--- src/rtl/bpsk_framer_pkg.sv ---
// Shared types and defaults for the BPSK framing stage.
package bpsk_pkg;

   typedef enum logic [1:0] {
      ST_IDLE,
      ST_PREAMBLE,
      ST_SFD,
      ST_PAYLOAD
   } state_t;

   localparam logic [7:0] SFD_DEFAULT          = 8'hD5;
   localparam int         PREAMBLE_LEN_DEFAULT = 32;
   localparam int         SYM_DIV_DEFAULT      = 16;

   // Holding-register contents: one payload byte plus its end-of-frame flag.
   typedef struct packed {
      logic [7:0] data;
      logic       last;
   } byte_req_t;

   function automatic int max2(input int a, input int b);
      return (a > b) ? a : b;
   endfunction

endpackage

--- src/rtl/bpsk_framer_symbol_strobe.sv ---
// Symbol-period divider: one-cycle tick every SYM_DIV cycles, restartable by clr.
module symbol_strobe #(
   parameter int SYM_DIV = 16
) (
   input  logic CLK,
   input  logic RST,
   input  logic clr,
   output logic tick
);

   localparam int            DW   = (SYM_DIV > 1) ? $clog2(SYM_DIV) : 1;
   localparam logic [DW-1:0] WRAP = DW'(SYM_DIV - 1);

   logic [DW-1:0] div;

   always_ff @(posedge CLK or negedge RST) begin
      if (!RST)                     div <= '0;
      else if (clr || div == WRAP)  div <= '0;
      else                          div <= div + 1'b1;
   end

   // Tick sits in the first cycle of each period, so a clear lines the
   // next symbol up with the very next edge.
   assign tick = (div == '0);

endmodule

--- src/rtl/bpsk_framer.sv ---
// Preamble + SFD + payload serialiser feeding the BPSK mapper, one bit per symbol period.
module bpsk_framer import bpsk_pkg::*; #(
   parameter int         SYM_DIV      = SYM_DIV_DEFAULT,
   parameter int         PREAMBLE_LEN = PREAMBLE_LEN_DEFAULT,
   parameter logic [7:0] SFD          = SFD_DEFAULT
) (
   input  logic       CLK,
   input  logic       RST,
   input  logic       byte_valid,
   input  logic [7:0] byte_data,
   input  logic       byte_last,
   output logic       byte_ready,
   output logic       valid_o,
   output logic       data_o,
   output logic       busy_o,
   output logic       underrun_o
);

   localparam int             BCW      = $clog2(max2(PREAMBLE_LEN, 8)) + 1;
   localparam logic [BCW-1:0] PRE_LAST = BCW'(PREAMBLE_LEN - 1);
   localparam logic [BCW-1:0] BIT7     = BCW'(7);

   state_t         state, state_nxt;
   logic [BCW-1:0] bcnt, bcnt_nxt;
   logic [7:0]     shreg, shreg_nxt;
   logic           cur_last, cur_last_nxt;
   byte_req_t      hold, hold_nxt;
   logic           hold_full, hold_full_nxt;
   logic           last_seen, last_seen_nxt;
   logic           valid_nxt, data_nxt, under_nxt, busy_nxt, ready_nxt;
   logic           xfer, clr, tick;

   assign xfer = byte_valid & byte_ready;
   assign clr  = xfer && (state == ST_IDLE);

   symbol_strobe #(.SYM_DIV(SYM_DIV)) u_strobe (
      .CLK  (CLK),
      .RST  (RST),
      .clr  (clr),
      .tick (tick)
   );

   always_comb begin
      state_nxt     = state;
      bcnt_nxt      = bcnt;
      shreg_nxt     = shreg;
      cur_last_nxt  = cur_last;
      hold_nxt      = hold;
      hold_full_nxt = hold_full;
      last_seen_nxt = last_seen;
      valid_nxt     = 1'b0;
      data_nxt      = 1'b0;
      under_nxt     = 1'b0;

      if (xfer) begin
         hold_nxt      = '{data: byte_data, last: byte_last};
         hold_full_nxt = 1'b1;
         last_seen_nxt = last_seen | byte_last;
      end

      case (state)
         ST_IDLE: begin
            if (xfer) begin
               state_nxt     = ST_PREAMBLE;
               bcnt_nxt      = '0;
               cur_last_nxt  = 1'b0;
               last_seen_nxt = byte_last;
            end
         end
         ST_PREAMBLE: begin
            if (tick) begin
               valid_nxt = 1'b1;
               data_nxt  = ~bcnt[0];
               if (bcnt == PRE_LAST) begin
                  state_nxt = ST_SFD;
                  bcnt_nxt  = '0;
                  shreg_nxt = SFD;
               end else begin
                  bcnt_nxt  = bcnt + 1'b1;
               end
            end
         end
         ST_SFD: begin
            if (tick) begin
               valid_nxt = 1'b1;
               data_nxt  = shreg[0];
               shreg_nxt = {1'b0, shreg[7:1]};
               if (bcnt == BIT7) begin
                  state_nxt = ST_PAYLOAD;
                  bcnt_nxt  = '0;
               end else begin
                  bcnt_nxt  = bcnt + 1'b1;
               end
            end
         end
         ST_PAYLOAD: begin
            if (tick) begin
               if (bcnt != '0) begin
                  valid_nxt = 1'b1;
                  data_nxt  = shreg[0];
                  shreg_nxt = {1'b0, shreg[7:1]};
                  bcnt_nxt  = (bcnt == BIT7) ? '0 : bcnt + 1'b1;
               end else if (cur_last) begin
                  // Final byte has had its full last symbol period.
                  state_nxt = ST_IDLE;
               end else if (hold_full) begin
                  valid_nxt     = 1'b1;
                  data_nxt      = hold.data[0];
                  shreg_nxt     = {1'b0, hold.data[7:1]};
                  cur_last_nxt  = hold.last;
                  hold_full_nxt = 1'b0;
                  bcnt_nxt      = BCW'(1);
               end else begin
                  // Byte missed its boundary; a transfer landing on this
                  // same edge is dropped along with the frame.
                  under_nxt     = 1'b1;
                  state_nxt     = ST_IDLE;
                  hold_full_nxt = 1'b0;
               end
            end
         end
         default: state_nxt = ST_IDLE;
      endcase

      busy_nxt  = (state_nxt != ST_IDLE);
      ready_nxt = (state_nxt == ST_IDLE) ||
                  (state_nxt == ST_PAYLOAD && !hold_full_nxt && !last_seen_nxt);
   end

   always_ff @(posedge CLK or negedge RST) begin
      if (!RST) begin
         state      <= ST_IDLE;
         bcnt       <= '0;
         shreg      <= '0;
         cur_last   <= 1'b0;
         hold       <= '0;
         hold_full  <= 1'b0;
         last_seen  <= 1'b0;
         valid_o    <= 1'b0;
         data_o     <= 1'b0;
         underrun_o <= 1'b0;
         busy_o     <= 1'b0;
         byte_ready <= 1'b0;
      end else begin
         state      <= state_nxt;
         bcnt       <= bcnt_nxt;
         shreg      <= shreg_nxt;
         cur_last   <= cur_last_nxt;
         hold       <= hold_nxt;
         hold_full  <= hold_full_nxt;
         last_seen  <= last_seen_nxt;
         valid_o    <= valid_nxt;
         data_o     <= data_nxt;
         underrun_o <= under_nxt;
         busy_o     <= busy_nxt;
         byte_ready <= ready_nxt;
      end
   end

endmodule

--- config.mk ---
export PLATFORM = sky130hd
export DESIGN_NAME = bpsk_framer
export DESIGN_NICKNAME = d
export VERILOG_FILES = /design/src/rtl/bpsk_framer_pkg.sv /design/src/rtl/bpsk_framer_symbol_strobe.sv /design/src/rtl/bpsk_framer.sv
export SDC_FILE = /design/constraint.sdc
export NUM_CORES = 1
export LEC_CHECK = 0
export ABC_CLOCK_PERIOD_IN_PS = 2450
export BUFFER_PORTS_ARGS = -buffer_cell sky130_fd_sc_hd__buf_2
export CORE_AREA = 2 2 86 47
export CTS_CLUSTER_SIZE = 8
export DETAILED_ROUTE_END_ITERATION = 8
export DIE_AREA = 0 0 88 49
export PLACE_DENSITY = 0.76
export SYNTH_ARGS = -nofsm -noshare
export SYNTH_HDL_FRONTEND = slang
export SYNTH_SLANG_ARGS = --single-unit
--- constraint.sdc ---
create_clock -name CLK -period 2.45 [get_ports CLK]
set_clock_uncertainty 0.15 [all_clocks]
set_input_delay 0.1225 -clock CLK [delete_from_list [all_inputs] [get_ports CLK]]
set_output_delay 0.1225 -clock CLK [all_outputs]
set_load 0.03 [all_outputs]
# --- Word level (Yosys, flattened, before mapping) ---
# Index checks and enable logic that the tools add are counted.
word_totals:
  ff_bits: 37
  inputBits: 12
  out_inout_bits: 5
  word_cells: 113
classes:
  addsub: 2
  eq_ne: 15
  muxes: 61
  bitwise_logic: 3
  reduce_logical: 18
op_table:
  columns: ["op", "count"]
  rows:
  - ["two-way mux 8 bit", 7]
  - ["two-way mux 6 bit", 9]
  - ["two-way mux 1 bit", 29]
  - ["one-hot mux 6 bit (4 select lines)", 1]
  - ["one-hot mux 8 bit (3 select lines)", 1]
  - ["two-way mux 2 bit", 9]
  - ["!= test 2 bit, second input constant", 6]
  - ["one-hot mux 2 bit (4 select lines)", 1]
  - ["AND reduction 7 bit", 1]
  - ["adder 6 x 1 -> 6 bit, second input constant", 1]
  - ["== test 2 bit, second input constant", 3]
  - ["== test 6 x 3 -> 1 bit, second input constant", 1]
  - ["== test 6 x 5 -> 1 bit, second input constant", 1]
  - ["!= test 3 bit, second input constant", 2]
  - ["AND reduction 6 bit", 1]
  - ["nonzero test 6 bit", 1]
  - ["adder 4 x 1 -> 4 bit, second input constant", 1]
  - ["== test 4 bit, second input constant", 1]
  - ["logical NOT 2 bit", 2]
  - ["logical NOT 4 bit", 1]
  - ["two-way mux 4 bit", 1]
  - ["one-hot mux 1 bit (2 select lines)", 2]
  - ["AND reduction 4 bit", 1]
  - ["nonzero test 2 bit", 2]
  - ["10 further kinds", 14]

# --- Logic depth before layout (Yosys ltp) ---
# Gate-level depths: netlist (run 1).
depth:
  ltp_word: 10
  ltp_mapped: 9
  mapped_depth_nobuf: 7

# --- Modules after synthesis ---
# Synthesis (run 1) repeated with hierarchy kept, for this count alone.
hier_totals:
  cells_unflattened: 204
  hier_area_um2: 2073.2
modules_own_cells:
  columns: ["module", "n_inst", "cells_per_inst", "area_each_um2"]
  rows:
  - ["bpsk_framer", 1, 185, 1875.5]
  - ["symbol_strobe", 1, 19, 197.7]

# --- Worst setup path after synthesis (run 1) ---
# No wires, ideal clock.
synth_path:
  path_type: "register to register"
  start: "register state[0]"
  end: "register bcnt[4]"
  setup_time_ns: 0.124
  arrival_time_ns: 1.726
  slack_ns: 0.450
  stages_incl_launch_ff: 8
  n_path_buf: 1
  synth_period_minus_slack_ns: 2.000
  cell_sequence: "dfrtp_1 ha_1 buf_2 nor2_2 a41o_1 a2bb2oi_1 nor4_1 a211o_1"
synth_via:
  elab_chain_len: 3
  elab_cells_between_ends: 12
  cone_classes: "eq/ne (9); mux (1); reduce/logical (2)"
synth_lines:
  columns: ["element", "line_no", "rtl"]
  rows:
  - ["from (decl)", "bpsk_framer.sv:23", "state_t state, state_nxt;"]
  - ["from (signal assigned)", "bpsk_framer.sv:145", "state <= state_nxt;"]
  - ["== test 2 bit (tied with other cells)", "bpsk_framer.sv:61", "case (state)"]
  - ["!= test 3 bit (no source line) or != test 2 bit (tied branches)", null, null]
  - ["AND reduction 6 bit (no source line)", null, null]
  - ["to (signal assigned)", "bpsk_framer.sv:146", "bcnt <= bcnt_nxt;"]
  - ["to (decl)", "bpsk_framer.sv:24", "logic [BCW-1:0] bcnt, bcnt_nxt;"]
# Parallel ways exist; a longest one is shown, timed or not.
# A chain may end at the register's enable or synchronous reset.

# --- Final worst setup path (run 1) ---
layout_path:
  start: "register state[0]"
  end: "register bcnt[2]"
# Same word-level chain as after synthesis.

==> results.sh, run 1 <==
export IMPL_dpl_instance_area_um2=2120
export IMPL_crit_path_end_kind="flop"
export IMPL_synth_top_area_share=0.463
export IMPL_path_clk_slew_ns=0.07
export IMPL_die_x_um=88
export IMPL_wl_mm=4.39
export IMPL_cts_tree="done"
export IMPL_max_cap_viol_count=0
export IMPL_setup_tns_ns=0
export IMPL_power_uw=1190
export IMPL_synth_edff_count=0
export IMPL_async_flop_share=1.00
export IMPL_timing_final_ws_setup_ns=0.214
export IMPL_arrival_ns=2.31
export IMPL_grt_usage=0.231
export IMPL_p_per_area_nw_per_um2=507
export IMPL_h_tree_depth=2
export IMPL_ioPinCount=17
export IMPL_slowest_delay_ns=0.47
export IMPL_r2r_end="bcnt[2]"
export IMPL_post_drt_wl_per_cell_um=16.3
export IMPL_setup_violations=0
export IMPL_clock_sinks=37
export IMPL_netlist_top_cells_area="dfrtp_1 (46%), mux2_2 (5.1%), ha_1 (5.0%)"
export IMPL_rows=16
export IMPL_drive_gt1_frac=0.236
export IMPL_post_route_min_period_ns=2.24
export IMPL_clkLatencyLatePin_ns=0.29
export IMPL_start_util=0.552
export IMPL_grt_first_pass_wirelength_mm=7.50
export IMPL_fp_dieH_um=49
export IMPL_ant_nets=0
export IMPL_drt_iter0_markers=127
export IMPL_holdPathEnd="last_seen"
export IMPL_diodes=0
export IMPL_hp_start="byte_valid"
export IMPL_firstDrtPassIters=5
export IMPL_dieArea_um2=4310
export IMPL_required_ns=2.53
export IMPL_ys_ff_latch=37
export IMPL_post_dp_hpwl_mm=3.17
export IMPL_rsz0062_at_grt="false"
export IMPL_min_path_type="primary input to flop"
export IMPL_synth_cell_type_count=54
export IMPL_reg2reg_depth=5
export IMPL_ys_flop_type="dfrtp_1"
export IMPL_path_cells="ha_1, nor3_1, o221ai_1, nor2_1, a22o_1"
export IMPL_slew_viol_final=0
export IMPL_cp_buffers_inverters=0
export IMPL_crit_family="simple AND/OR/NAND/NOR gates"
export IMPL_crit_type="flop to flop"
export IMPL_place_ws_ns=0.257
export IMPL_drcViolationCount=0
export IMPL_finalCritPeriodShare=0.913
export IMPL_fin_area_um2=2340
export IMPL_synth_warnings=0
export IMPL_synth_cells=185
export IMPL_hold_viol_final=0
export IMPL_via_per_inst=5.96
export IMPL_max_slew_worst_pin_slew_ns=0.814
export IMPL_grt_overflow_total=0
export IMPL_start_kind="flop"
export IMPL_grt_max_degree=38
export IMPL_hold_depth=2
export IMPL_ctsLongestPathBuffers=2
export IMPL_cp_slowest_cell="nor3_1"
export IMPL_gp_congestion=0.928
export IMPL_clockRootBuffer="clkbuf_8"
export IMPL_coreArea_um2=3620
export IMPL_synthToLayoutAreaGrowth_pct=17.0
export IMPL_seq_area_frac_synth=0.463
export IMPL_vias=1610
export IMPL_postCtsSetupBuffers=0
export IMPL_grt_pass1_vias=1526
export IMPL_ir_worst_vdd_v=0.000323
export IMPL_regToRegStartpoint="state[0]"
export IMPL_status="finished clean"
export IMPL_synth_area_um2=2000
export IMPL_p_leak_uw=0.00106
export IMPL_final_nets=235
export IMPL_r2r_slack_ns=0.21
export IMPL_yosys_area_top_type="dfrtp_1"
export IMPL_relSlewSlack=0.457
export IMPL_cts_buffers=5
export IMPL_antenna_found_initial=0
export IMPL_port_buffers=16
export IMPL_fmax_ghz=0.447
export IMPL_crit_fanout=10
export IMPL_synth_nets=205
export IMPL_syn_avg_cell_area_um2=10.8
[cell usage after synthesis (2+ instances only)]
| master | n |
|---|---|
| dfrtp_1 | 37 |
| nand2_1 | 15 |
| inv_1 | 11 |
| a21oi_1 | 10 |
| o21ai_1 | 10 |
| mux2_2 | 9 |
| ha_1 | 8 |
| and3_1 | 5 |
| nand3_1 | 5 |
| nor2_1 | 5 |
| a221oi_1 | 4 |
| a22o_1 | 3 |
| a22oi_1 | 3 |
| buf_6 | 3 |
| nand4_1 | 3 |
| nor2_2 | 3 |
| nor2b_1 | 3 |
| nor3_1 | 3 |
| o21ai_0 | 3 |
| a32o_1 | 2 |
| a41o_1 | 2 |
| buf_2 | 2 |
| nand2b_1 | 2 |
| nor4_1 | 2 |
| o221ai_1 | 2 |
| o22ai_1 | 2 |
[area by class of cell]
cell class | instances | area [um2]
clock buffer | 7 | 86.3
multi-input combinational | 131 | 985
sequential | 37 | 926
clock inverter | 1 | 30.0
fill | 303 | 1280
tap | 54 | 67.6
inverter | 11 | 41.3
timing repair buffer | 29 | 203
[metrics by stage]
stage	util	std cells	hold WS [ns]
final	0.645	270	0.0388
after global routing	0.645	270	0.0414
after CTS	0.645	270	0.0277
after detailed placement	0.586	252	0.104
after global placement	0.586	252	0.0878
after floorplan	-	185	-0.323
[what timing repair did]
item,4_1_cts,5_1_grt
hold buffers,10,0
resized for setup,0,0
hold endpoints to repair,47,0
[routing by layer]
metal	GRT usage	share of wire
met2	0.321	0.41
met4	0.0564	0.013
met5	0	0
met3	0.0558	0.076
met1	0.363	0.50
[kinds of logic (layout without fill, tap and decap cells)]
family	count (synthesis)	after routing	share of synthesized area
mux	10	10	0.0557
simple gates	57	57	0.163
fa+ha+maj	8	8	0.0501
compound gates	55	55	0.219
flops	37	37	0.463
buf+inv	17	48	0.0444
xor+xnor	1	1	0.00438
[sequential cells by signal, summed over array words and instances (netlist names), 2 cells and up]
register	cells
bcnt	6
hold	9
shreg	8
u_strobe.div	4
state	2
[worst register-to-register path, stage by stage, from the launching register on]
cell	delay, ns
dfrtp_1	0.43
ha_1	0.35
nor3_1	0.47
o221ai_1	0.31
nor2_1	0.27
a22o_1	0.19
[where the power goes]
group          internal, uW  switching [uW]
clock network           332             211
registers               611               0
logic                  16.6            16.4
[worst max path at each step]
stage,start,end,depth (start not counted)
final,state[0],bcnt[2],5
after global routing,state[0],bcnt[4],6
after CTS,state[0],bcnt[4],6
after detailed placement,state[0],bcnt[4],6
after global placement,state[0],bcnt[4],6
after floorplan,state[0],bcnt[4],7
[layout by cell type (no fill, tap or decap), drive strengths merged, types with 3 or more instances in the layout]
cell | Yosys | layout
ha | 8 | 8
o21ai | 14 | 14
and3 | 5 | 5
nor3 | 4 | 4
mux2 | 9 | 9
inv | 11 | 11
a22o | 3 | 3
nor2b | 3 | 3
nand4 | 3 | 3
buf | 5 | 19
nand2 | 15 | 15
nor2 | 9 | 9
a21oi | 12 | 12
dlygate4sd3 | 0 | 10
a221oi | 4 | 4
dfrtp | 37 | 37
a22oi | 3 | 3
nand3 | 5 | 5
clkbuf | 1 | 7
Note: power is estimated with default switching activity, not from simulation.
==> inputs of run 2 (changes only) <==
==> constraint.sdc (replaced) <==
create_clock -name CLK -period 2.45 [get_ports CLK]
set_clock_uncertainty 0.15 [all_clocks]
set_input_delay 0.49 -clock CLK [delete_from_list [all_inputs] [get_ports CLK]]
set_output_delay 0.49 -clock CLK [all_outputs]
set_load 0.03 [all_outputs]
==> run 2 against run 1 <==
Combinational power down 37%; highest routed layer unchanged; routed wire length up 1.6%; sequential power about the same; total power down 12%; fmax down 1.6%.
==> results.sh, run 2 (synthesis gave the netlist of run 1 again) <==
export IMPL_clock_sinks=37
export IMPL_drt_iter0_markers=152
export IMPL_regToRegStartpoint="state[0]"
export IMPL_ioPinCount=17
export IMPL_p_leak_uw=0.00100
export IMPL_combPwrFrac=0.020
export IMPL_grt_usage=0.234
export IMPL_hold_buffers=0
export IMPL_port_buffers=16
export IMPL_clkPwrFrac=0.396
export IMPL_reg2reg_depth=6
export IMPL_path_cells="ha_1, nor2_2, a41o_1, a2bb2oi_1, nor4_1, a211o_1"
export IMPL_coreArea_um2=3620
export IMPL_r2r_end="bcnt[4]"
export IMPL_setup_tns_ns=0
export IMPL_final_common_cell="dfrtp_1"
export IMPL_path_clk_slew_ns=0.08
export IMPL_arrival_ns=2.30
export IMPL_max_slew_worst_pin_slew_ns=0.807
export IMPL_crit_family="compound AO/OA/AOI/OAI gates"
export IMPL_cts_buffers=5
export IMPL_top_regs="hold x9, shreg x8, bcnt x6"
export IMPL_diodes=0
export IMPL_crit_fanout=10
export IMPL_multiInputGateArea_um2=985
export IMPL_power_switching_uw=232
export IMPL_die_x_um=88
export IMPL_crit_type="flop to flop"
export IMPL_setup_violations=0
export IMPL_slowest_delay_ns=0.44
export IMPL_p_int_uw=813
export IMPL_r2r_slack_ns=0.18
export IMPL_via_per_inst=6.09
export IMPL_swShare=0.222
export IMPL_cts_tree="done"
export IMPL_start_kind="flop"
export IMPL_fillCellCount=301
export IMPL_h_tree_depth=2
export IMPL_layout_common_cells="dfrtp_1 (37), buf_2 (16), nand2_1 (15), inv_1 (11)"
export IMPL_max_cap_viol_count=0
export IMPL_fp_dieH_um=49
export IMPL_rsz0062_at_grt="false"
export IMPL_fmax_ghz=0.440
export IMPL_ant_nets=0
export IMPL_postCtsSetupBuffers=0
export IMPL_grt_first_pass_wirelength_mm=7.53
export IMPL_firstDrtPassIters=4
export IMPL_min_path_type="primary input to asynchronous set/reset pin"
export IMPL_post_cts_resize_count=0
export IMPL_start_util=0.552
export IMPL_antenna_found_initial=0
export IMPL_seq_power_share=0.584
export IMPL_cp_slowest_cell="dfrtp_1"
export IMPL_final_nets=225
export IMPL_grt_max_degree=38
export IMPL_cp_buffers_inverters=0
export IMPL_hold_viol_final=0
export IMPL_wl_mm=4.46
export IMPL_gp_congestion=0.897
export IMPL_post_dp_hpwl_mm=3.25
export IMPL_finalCritPeriodShare=0.927
export IMPL_regArea_um2=926
export IMPL_power_uw=1040
export IMPL_ctsLongestPathBuffers=2
export IMPL_synthToLayoutAreaGrowth_pct=10.5
export IMPL_relSlewSlack=0.462
export IMPL_hold_slack_ns=0.131
export IMPL_grt_pass1_vias=1511
export IMPL_rows=16
export IMPL_vias=1584
export IMPL_p_per_area_nw_per_um2=473
export IMPL_status="finished clean"
export IMPL_largest_reg_flops=9
export IMPL_ir_worst_vdd_v=0.000238
export IMPL_post_drt_wl_per_cell_um=17.2
export IMPL_dieArea_um2=4310
export IMPL_slew_viol_final=0
export IMPL_crit_path_end_kind="flop"
export IMPL_required_ns=2.48
export IMPL_drive_gt1_frac=0.252
export IMPL_top_register="hold"
export IMPL_clockRootBuffer="clkbuf_8"
export IMPL_clkLatencyLatePin_ns=0.30
export IMPL_post_route_min_period_ns=2.27
export IMPL_grt_overflow_total=0
export IMPL_drcViolationCount=0
## run 2: worst register-to-register path, cell delays in order, from the launching register on
cell,delay [ns]
dfrtp_1,0.44
ha_1,0.36
nor2_2,0.40
a41o_1,0.23
a2bb2oi_1,0.23
nor4_1,0.07
a211o_1,0.27
## run 2: worst max path at each step
stage	startpoint	to	slack, ns	depth (start not counted)
floorplan	state[0]	bcnt[4]	0.45	7
global placement	state[0]	bcnt[4]	0.33	6
detailed placement	state[0]	bcnt[4]	0.24	6
CTS	state[0]	bcnt[4]	0.21	6
global route	state[0]	bcnt[5]	0.08	5
finish	state[0]	bcnt[4]	0.18	6
## run 2: cell type report
cell class                      count  share of cell area
Multi-Input combinational cell    131               0.446
Sequential cell                    37               0.419
Timing Repair Buffer               19              0.0465
Clock buffer                        5              0.0312
Tap cell                           54              0.0306
Inverter                           11              0.0187
Clock inverter                      3             0.00793
## run 2: power groups by stage
| stage | Combinational (uW) | Clock [uW] | Sequential [uW] |
|---|---|---|---|
| global route | 24.7 | 458 | 610 |
| detailed placement | 21.6 | 0 | 622 |
| global placement | 20.3 | 0 | 622 |
| finish | 20.8 | 414 | 610 |
| floorplan | 0.170 | 0 | 622 |
| CTS | 21.7 | 424 | 610 |
## run 2: layer usage
layer,vias to the layer above,track usage,share of wire
met2,58,0.298,0.43
li1,728,-,-
met3,8,0.0745,0.080
met5,-,0,0
met1,790,0.358,0.47
met4,0,0.100,0.013
## run 2: stage by stage
stage | util | instances | cell area [um2] | setup WS (ns)
finish | 0.609 | 260 | 2210 | 0.178
floorplan | - | 185 | 2000 | 0.450
global route | 0.609 | 260 | 2210 | 0.0828
detailed placement | 0.586 | 252 | 2120 | 0.237
global placement | 0.586 | 252 | 2120 | 0.329
CTS | 0.609 | 260 | 2210 | 0.205
